--- config.mk ---
export PLATFORM = sky130hd
export DESIGN_NAME = smu_dcu_resp
export DESIGN_NICKNAME = d
export VERILOG_FILES = /design/src/rtl/smu_dcu_resp.sv
export SDC_FILE = /design/constraint.sdc
export NUM_CORES = 1
export LEC_CHECK = 0
export CAP_MARGIN = 20
export CORE_AREA = 2 2 201 203
export CTS_CLUSTER_SIZE = 16
export DETAILED_ROUTE_END_ITERATION = 10
export DIE_AREA = 0 0 203 205
export PLACE_DENSITY_LB_ADDON = 0.25
export SLEW_MARGIN = 0
export SYNTH_ARGS = -nofsm -noshare
export SYNTH_HDL_FRONTEND = slang
export SYNTH_SLANG_ARGS = --single-unit
--- constraint.sdc ---
create_clock -name clk -period 29 [get_ports clk]
set_input_delay 5.8 -clock clk [delete_from_list [all_inputs] [get_ports clk]]
set_output_delay 5.8 -clock clk [all_outputs]
set_load 0.05 [all_outputs]
--- src/rtl/smu_dcu_resp.sv ---
// smu_dcu_resp: data-cache-side responder for stack-manager spill/fill traffic.
// Spills are posted into a small in-order write buffer that drains to the
// memory port. Fills are served from the youngest matching buffer entry.
// On a buffer miss, the buffer is drained first and the word is then read
// from memory, so a fill can never overtake an older spill to the same word.
module smu_dcu_resp #(
  parameter int WB_DEPTH = 4,
  parameter int WB_PW    = 2
) (
  input  logic        clk,
  input  logic        reset,
  input  logic        smu_ld,
  input  logic        smu_st,
  input  logic [31:0] smu_addr,
  input  logic [31:0] smu_data,
  output logic        smu_stall,
  output logic [31:0] dcu_data,
  output logic        dcu_data_vld,
  output logic        wb_empty,
  output logic        mem_req,
  output logic        mem_we,
  output logic [31:0] mem_addr,
  output logic [31:0] mem_wdata,
  input  logic        mem_ack,
  input  logic [31:0] mem_rdata
);

  typedef enum logic [1:0] {
    ST_IDLE     = 2'd0,
    ST_LD_DRAIN = 2'd1,
    ST_LD_MEM   = 2'd2
  } state_e;

  // Registered state
  state_e             state_q, state_d;
  logic [WB_PW-1:0]   wr_ptr_q, wr_ptr_d;
  logic [WB_PW-1:0]   rd_ptr_q, rd_ptr_d;
  logic [WB_PW:0]     count_q, count_d;
  logic [29:0]        ld_addr_q, ld_addr_d;
  logic [31:0]        dcu_data_q, dcu_data_d;
  logic               dcu_vld_q, dcu_vld_d;
  logic [29:0]        wb_addr_q [WB_DEPTH];
  logic [31:0]        wb_data_q [WB_DEPTH];

  // Combinational helpers
  logic               accept_s;
  logic               st_acc_s;
  logic               ld_acc_s;
  logic               drain_s;
  logic               drain_done_s;
  logic               hit_s;
  logic [31:0]        hit_data_s;
  logic               unused_s;

  // Byte-offset bits of the request address carry no meaning for word traffic.
  assign unused_s = ^smu_addr[1:0];

  // Request handshake: stall while the buffer is full or a fill is in flight.
  assign smu_stall    = (count_q == WB_DEPTH[WB_PW:0]) | (state_q != ST_IDLE);
  assign accept_s     = (smu_ld | smu_st) & ~smu_stall;
  // A simultaneous load and store keeps the store and silently drops the load.
  assign st_acc_s     = accept_s & smu_st;
  assign ld_acc_s     = accept_s & smu_ld & ~smu_st;

  // The buffer drains whenever it has entries and no memory read owns the port.
  assign drain_s      = (count_q != '0) & ((state_q == ST_IDLE) | (state_q == ST_LD_DRAIN));
  assign drain_done_s = drain_s & mem_ack;

  // Memory port is a pure function of registers so it only changes on a clock
  // edge (stable while waiting for ack) and drops at once on reset.
  assign mem_req      = drain_s | (state_q == ST_LD_MEM);
  assign mem_we       = drain_s;
  assign mem_addr     = (state_q == ST_LD_MEM) ? {ld_addr_q, 2'b00} : {wb_addr_q[rd_ptr_q], 2'b00};
  assign mem_wdata    = wb_data_q[rd_ptr_q];

  assign wb_empty     = (count_q == '0);
  assign dcu_data     = dcu_data_q;
  assign dcu_data_vld = dcu_vld_q;

  // Buffer lookup: scan oldest to youngest so the youngest matching entry wins.
  always_comb begin
    logic [WB_PW-1:0] idx_v;
    hit_s      = 1'b0;
    hit_data_s = 32'h0000_0000;
    idx_v      = '0;
    for (int i = 0; i < WB_DEPTH; i++) begin
      idx_v = rd_ptr_q + WB_PW'(i);
      if (((WB_PW+1)'(i) < count_q) && (wb_addr_q[idx_v] == smu_addr[31:2])) begin
        hit_s      = 1'b1;
        hit_data_s = wb_data_q[idx_v];
      end else begin
        hit_s      = hit_s;
        hit_data_s = hit_data_s;
      end
    end
  end

  // Next-state logic for pointers, occupancy, fill FSM and fill response.
  always_comb begin
    state_d    = state_q;
    wr_ptr_d   = wr_ptr_q;
    rd_ptr_d   = rd_ptr_q;
    count_d    = count_q;
    ld_addr_d  = ld_addr_q;
    dcu_data_d = dcu_data_q;
    dcu_vld_d  = 1'b0;

    if (st_acc_s) begin
      wr_ptr_d = wr_ptr_q + {{(WB_PW-1){1'b0}}, 1'b1};
    end else begin
      wr_ptr_d = wr_ptr_q;
    end

    if (drain_done_s) begin
      rd_ptr_d = rd_ptr_q + {{(WB_PW-1){1'b0}}, 1'b1};
    end else begin
      rd_ptr_d = rd_ptr_q;
    end

    // Accept and drain in the same cycle cancel out.
    count_d = count_q + {{WB_PW{1'b0}}, st_acc_s} - {{WB_PW{1'b0}}, drain_done_s};

    case (state_q)
      ST_IDLE: begin
        if (ld_acc_s) begin
          if (hit_s) begin
            dcu_data_d = hit_data_s;
            dcu_vld_d  = 1'b1;
          end else if (count_q != '0) begin
            ld_addr_d = smu_addr[31:2];
            state_d   = ST_LD_DRAIN;
          end else begin
            ld_addr_d = smu_addr[31:2];
            state_d   = ST_LD_MEM;
          end
        end else begin
          state_d = ST_IDLE;
        end
      end
      ST_LD_DRAIN: begin
        // Move on as soon as the last buffered spill is acknowledged.
        if ((count_q == '0) || ((count_q == {{WB_PW{1'b0}}, 1'b1}) && mem_ack)) begin
          state_d = ST_LD_MEM;
        end else begin
          state_d = ST_LD_DRAIN;
        end
      end
      ST_LD_MEM: begin
        if (mem_ack) begin
          dcu_data_d = mem_rdata;
          dcu_vld_d  = 1'b1;
          state_d    = ST_IDLE;
        end else begin
          state_d = ST_LD_MEM;
        end
      end
      default: begin
        state_d = ST_IDLE;
      end
    endcase
  end

  // Control and response registers.
  always_ff @(posedge clk or posedge reset) begin
    if (reset) begin
      state_q    <= ST_IDLE;
      wr_ptr_q   <= '0;
      rd_ptr_q   <= '0;
      count_q    <= '0;
      ld_addr_q  <= 30'h0000_0000;
      dcu_data_q <= 32'h0000_0000;
      dcu_vld_q  <= 1'b0;
    end else begin
      state_q    <= state_d;
      wr_ptr_q   <= wr_ptr_d;
      rd_ptr_q   <= rd_ptr_d;
      count_q    <= count_d;
      ld_addr_q  <= ld_addr_d;
      dcu_data_q <= dcu_data_d;
      dcu_vld_q  <= dcu_vld_d;
    end
  end

  // Write-buffer storage: accepted spills land at the write pointer.
  always_ff @(posedge clk or posedge reset) begin
    if (reset) begin
      for (int i = 0; i < WB_DEPTH; i++) begin
        wb_addr_q[i] <= 30'h0000_0000;
        wb_data_q[i] <= 32'h0000_0000;
      end
    end else if (st_acc_s) begin
      wb_addr_q[wr_ptr_q] <= smu_addr[31:2];
      wb_data_q[wr_ptr_q] <= smu_data;
    end
  end

endmodule
==> load_flow_metrics.sql <==
INSERT INTO impl_metrics (metric_group, metric, value, unit) VALUES
('sta', 'clock_skew', '0.0253', 'ns'),
('critical_path', 'cp_slowest_cell', 'sky130_fd_sc_hd__dfrtp_4', ''),
('die', 'effective_utilization_at_floorplan', '0.547', ''),
('routing', 'drt-vias-per-instance', '6.43', ''),
('logic_synthesis', 'area_of_the_mapped_netlist', '21500', 'µm²'),
('logic_synthesis', 'synth-seq-area-share', '0.372', ''),
('layout', 'final_layout_net_count', '2145', ''),
('routing', 'drt_iter0_markers', '1323', ''),
('critical_path', 'cp_common_cell', 'sky130_fd_sc_hd__buf_4', ''),
('place', 'detailedPlacementHpwl', '39000', 'µm'),
('run_status', 'outcome', 'complete, no violations', ''),
('critical_path', 'rr_worst_depth', '12', ''),
('sta', 'setup_tns', '0', 'ns'),
('critical_path', 'startpoint_type', 'flop', ''),
('cts', 'cts_hold_buffers', '0', ''),
('critical_path', 'worstPathMaxFanout', '74', ''),
('global_route', 'global_route.usage.total', '0.298', ''),
('layout', 'layout_common_cells', '321 x sky130_fd_sc_hd__mux2_2, 318 x sky130_fd_sc_hd__dfrtp_1, 201 x sky130_fd_sc_hd__nand2_1', ''),
('logic_synthesis', 'synth_cell_type_count', '73', ''),
('global_route', 'first_global_vias', '16976', ''),
('die', 'row_count', '73', ''),
('critical_path', 'setup.worst_path.class', 'flop to output port', ''),
('logic_synthesis', 'synth_edf_count', '0', ''),
('logic_synthesis', 'netlist_top_cells_area', 'sky130_fd_sc_hd__dfrtp_1 37%, sky130_fd_sc_hd__mux2_2 17%, sky130_fd_sc_hd__mux4_2 11%', ''),
('cts', 'htree_num_levels', '2', ''),
('hold_path', 'hold_depth', '1', ''),
('logic_synthesis', 'synth-async-reset-ratio', '1.00', ''),
('cts', 'tritoncts_clock_tree', 'yes', ''),
('logic_synthesis', 'syn_inst_count', '1947', ''),
('sta', 'least_margin_pin_slew', '1.12', 'ns'),
('hold_path', 'worstHoldStart', 'ld_addr_q[22]', ''),
('logic_synthesis', 'postSynth.topFlopCell', 'sky130_fd_sc_hd__dfrtp_1', ''),
('critical_path', 'setup.worst_path.start', 'rd_ptr_q[0]', ''),
('die', 'floorplan.core_area', '39400', 'µm²'),
('critical_path', 'crit-reg2reg-launch', 'rd_ptr_q[0]', ''),
('routing', 'drc_errors', '0', ''),
('sta', 'achievable-frequency', '93.7', 'MHz'),
('logic_synthesis', 'postSynthAreaPerCell', '11.1', 'µm²'),
('global_route', 'number_of_antenna_violations_at_the_first_check_in_global_routing', '2', ''),
('layout', 'final_common_cell', 'sky130_fd_sc_hd__mux2_2', ''),
('global_route', 'grt_pass1_wl', '96400', 'µm'),
('hold_path', 'worst_hold_path_type', 'flop to flop', ''),
('die', 'number_of_top_level_pins', '202', ''),
('global_route', 'grt_max_degree', '179', ''),
('logic_synthesis', 'synth.ff_latch_count', '320', ''),
('cts', 'clkTransAtPathRegs', '0.06', 'ns'),
('die', 'design.die.area', '41600', 'µm²'),
('cts', 'clock_sink_count', '320', ''),
('place', 'routability_congestion_estimate_from_global_placement', '0.964', ''),
('cts', 'cts_buffers', '38', ''),
('die', 'horizontal_extent_of_the_die', '203', 'µm'),
('sta', 'grt_setup_unrepaired', 'false', ''),
('layout', 'final_util', '0.633', ''),
('cts', 'post_cts_resized', '0', ''),
('cts', 'clockRootBuffer', 'sky130_fd_sc_hd__clkbuf_16', ''),
('sta', 'layout_worst_path_cycle_share', '0.368', ''),
('die', 'die_height', '205', 'µm'),
('sta', 'finalHoldViolations', '0', ''),
('flow_run', 'max_cap_violations', '0', ''),
('routing', 'antenna_violating_nets_post_route', '0', ''),
('critical_path', 'path_cells', 'buf_4 > buf_4 > mux2i_1 > mux2_2 > o21ai_0 > clkdlybuf4s50_1', ''),
('layout', 'area_grow_syn2layout', '15.6', '%'),
('routing', 'drt-total-wl', '61500', 'µm'),
('logic_synthesis', 'synth_top_area_frac', '0.372', ''),
('routing', 'routed_wl_per_cell', '23.7', 'µm'),
('critical_path', 'worst_path_largest_cell_delay', '1.16', 'ns'),
('critical_path', 'endpoint_kind', 'output port', ''),
('global_route', 'grt_overflow', '0', ''),
('critical_path', 'timing.critical_path.arrival', '4.87', 'ns'),
('logic_synthesis', 'yosysTopAreaCell', 'sky130_fd_sc_hd__dfrtp_1', ''),
('sta', 'final-max-slew-violation-count', '0', '');
[area by class of cell]
type | count | area, µm²
diodes | 1 | 2.50
repair buffers | 223 | 2200
flip-flops and latches | 320 | 8020
multi-input cells | 1428 | 12700
clock buffers | 57 | 1130
inverters | 24 | 97.6
well taps | 525 | 657
clock inverters | 11 | 111
fillers | 3103 | 14500
[state kept, by name (all words and copies together) (netlist names)]
name and flops:
dcu_data_vld 1, state_q 2, dcu_data 32, rd_ptr_q 2
ld_addr_q 30, wb_data_q 128, count_q 3, wr_ptr_q 2
wb_addr_q 120
[stage by stage]
stage | hold WS [ns] | std cells | setup slack, ns | instance area, µm²
after floorplan | 0.458 | 1948 | 14.34 | 21600
after global placement | 0.466 | 2519 | 18.82 | 23600
after detailed placement | 0.475 | 2519 | 18.83 | 23600
after CTS | 0.488 | 2587 | 18.32 | 24900
after global routing | 0.501 | 2589 | 18.10 | 24900
final | 0.484 | 2589 | 18.33 | 24900
[routing by layer]
layer,vias up,routed length [µm],global-route usage
met5,-,12,0
met4,2,2300,0.129
met3,131,4860,0.0609
met2,669,29000,0.479
met1,8490,25300,0.392
li1,7365,-,-
[synthesized netlist by cell type (all sizes together) (8+ instances only)]
cell	count
nor4	9
a21oi	47
buf	83
and3	36
mux4	106
xnor2	70
nor2b	8
nand2b	10
dfrtp	320
mux2i	174
o21ai	132
nand4	11
o22ai	10
inv	23
nand3	9
nor3	42
nand2	205
ha	8
mux2	334
clkbuf	93
xor2	22
nor2	73
a221oi	40
[worst max-delay path: cells and delay by family (launching register included)]
family / cells / cell delay, ns
muxes: 2 / 0.76
DFF: 1 / 1.16
AOI/OAI and AO/OA: 1 / 0.17
buffers and inverters: 3 / 2.18
[cells by family after synthesis]
group,after synthesis,share of synthesized area
AOI/OAI and AO/OA,284,0.0829
xor gates and xnor gates,92,0.0374
adders and majority gates,9,0.00557
buffers and inverters,200,0.0438
DFF,320,0.372
muxes,614,0.367
other,1,0.000174
and+or+nand+nor,427,0.0915
[final timing paths]
kind                            slack, ns             to
worst max-delay path                18.33   mem_addr[11]
worst min-delay path                 0.48  ld_addr_q[22]
worst max register to register      22.29    dcu_data[8]
worst min register to register       0.48  ld_addr_q[22]
max in group asynchronous           21.71    rd_ptr_q[1]
min in group asynchronous            5.58    dcu_data[9]
Power is left out: the tool's default activity adds up to more than one toggle a clock period on the data nets, which glitch-free logic cannot reach.
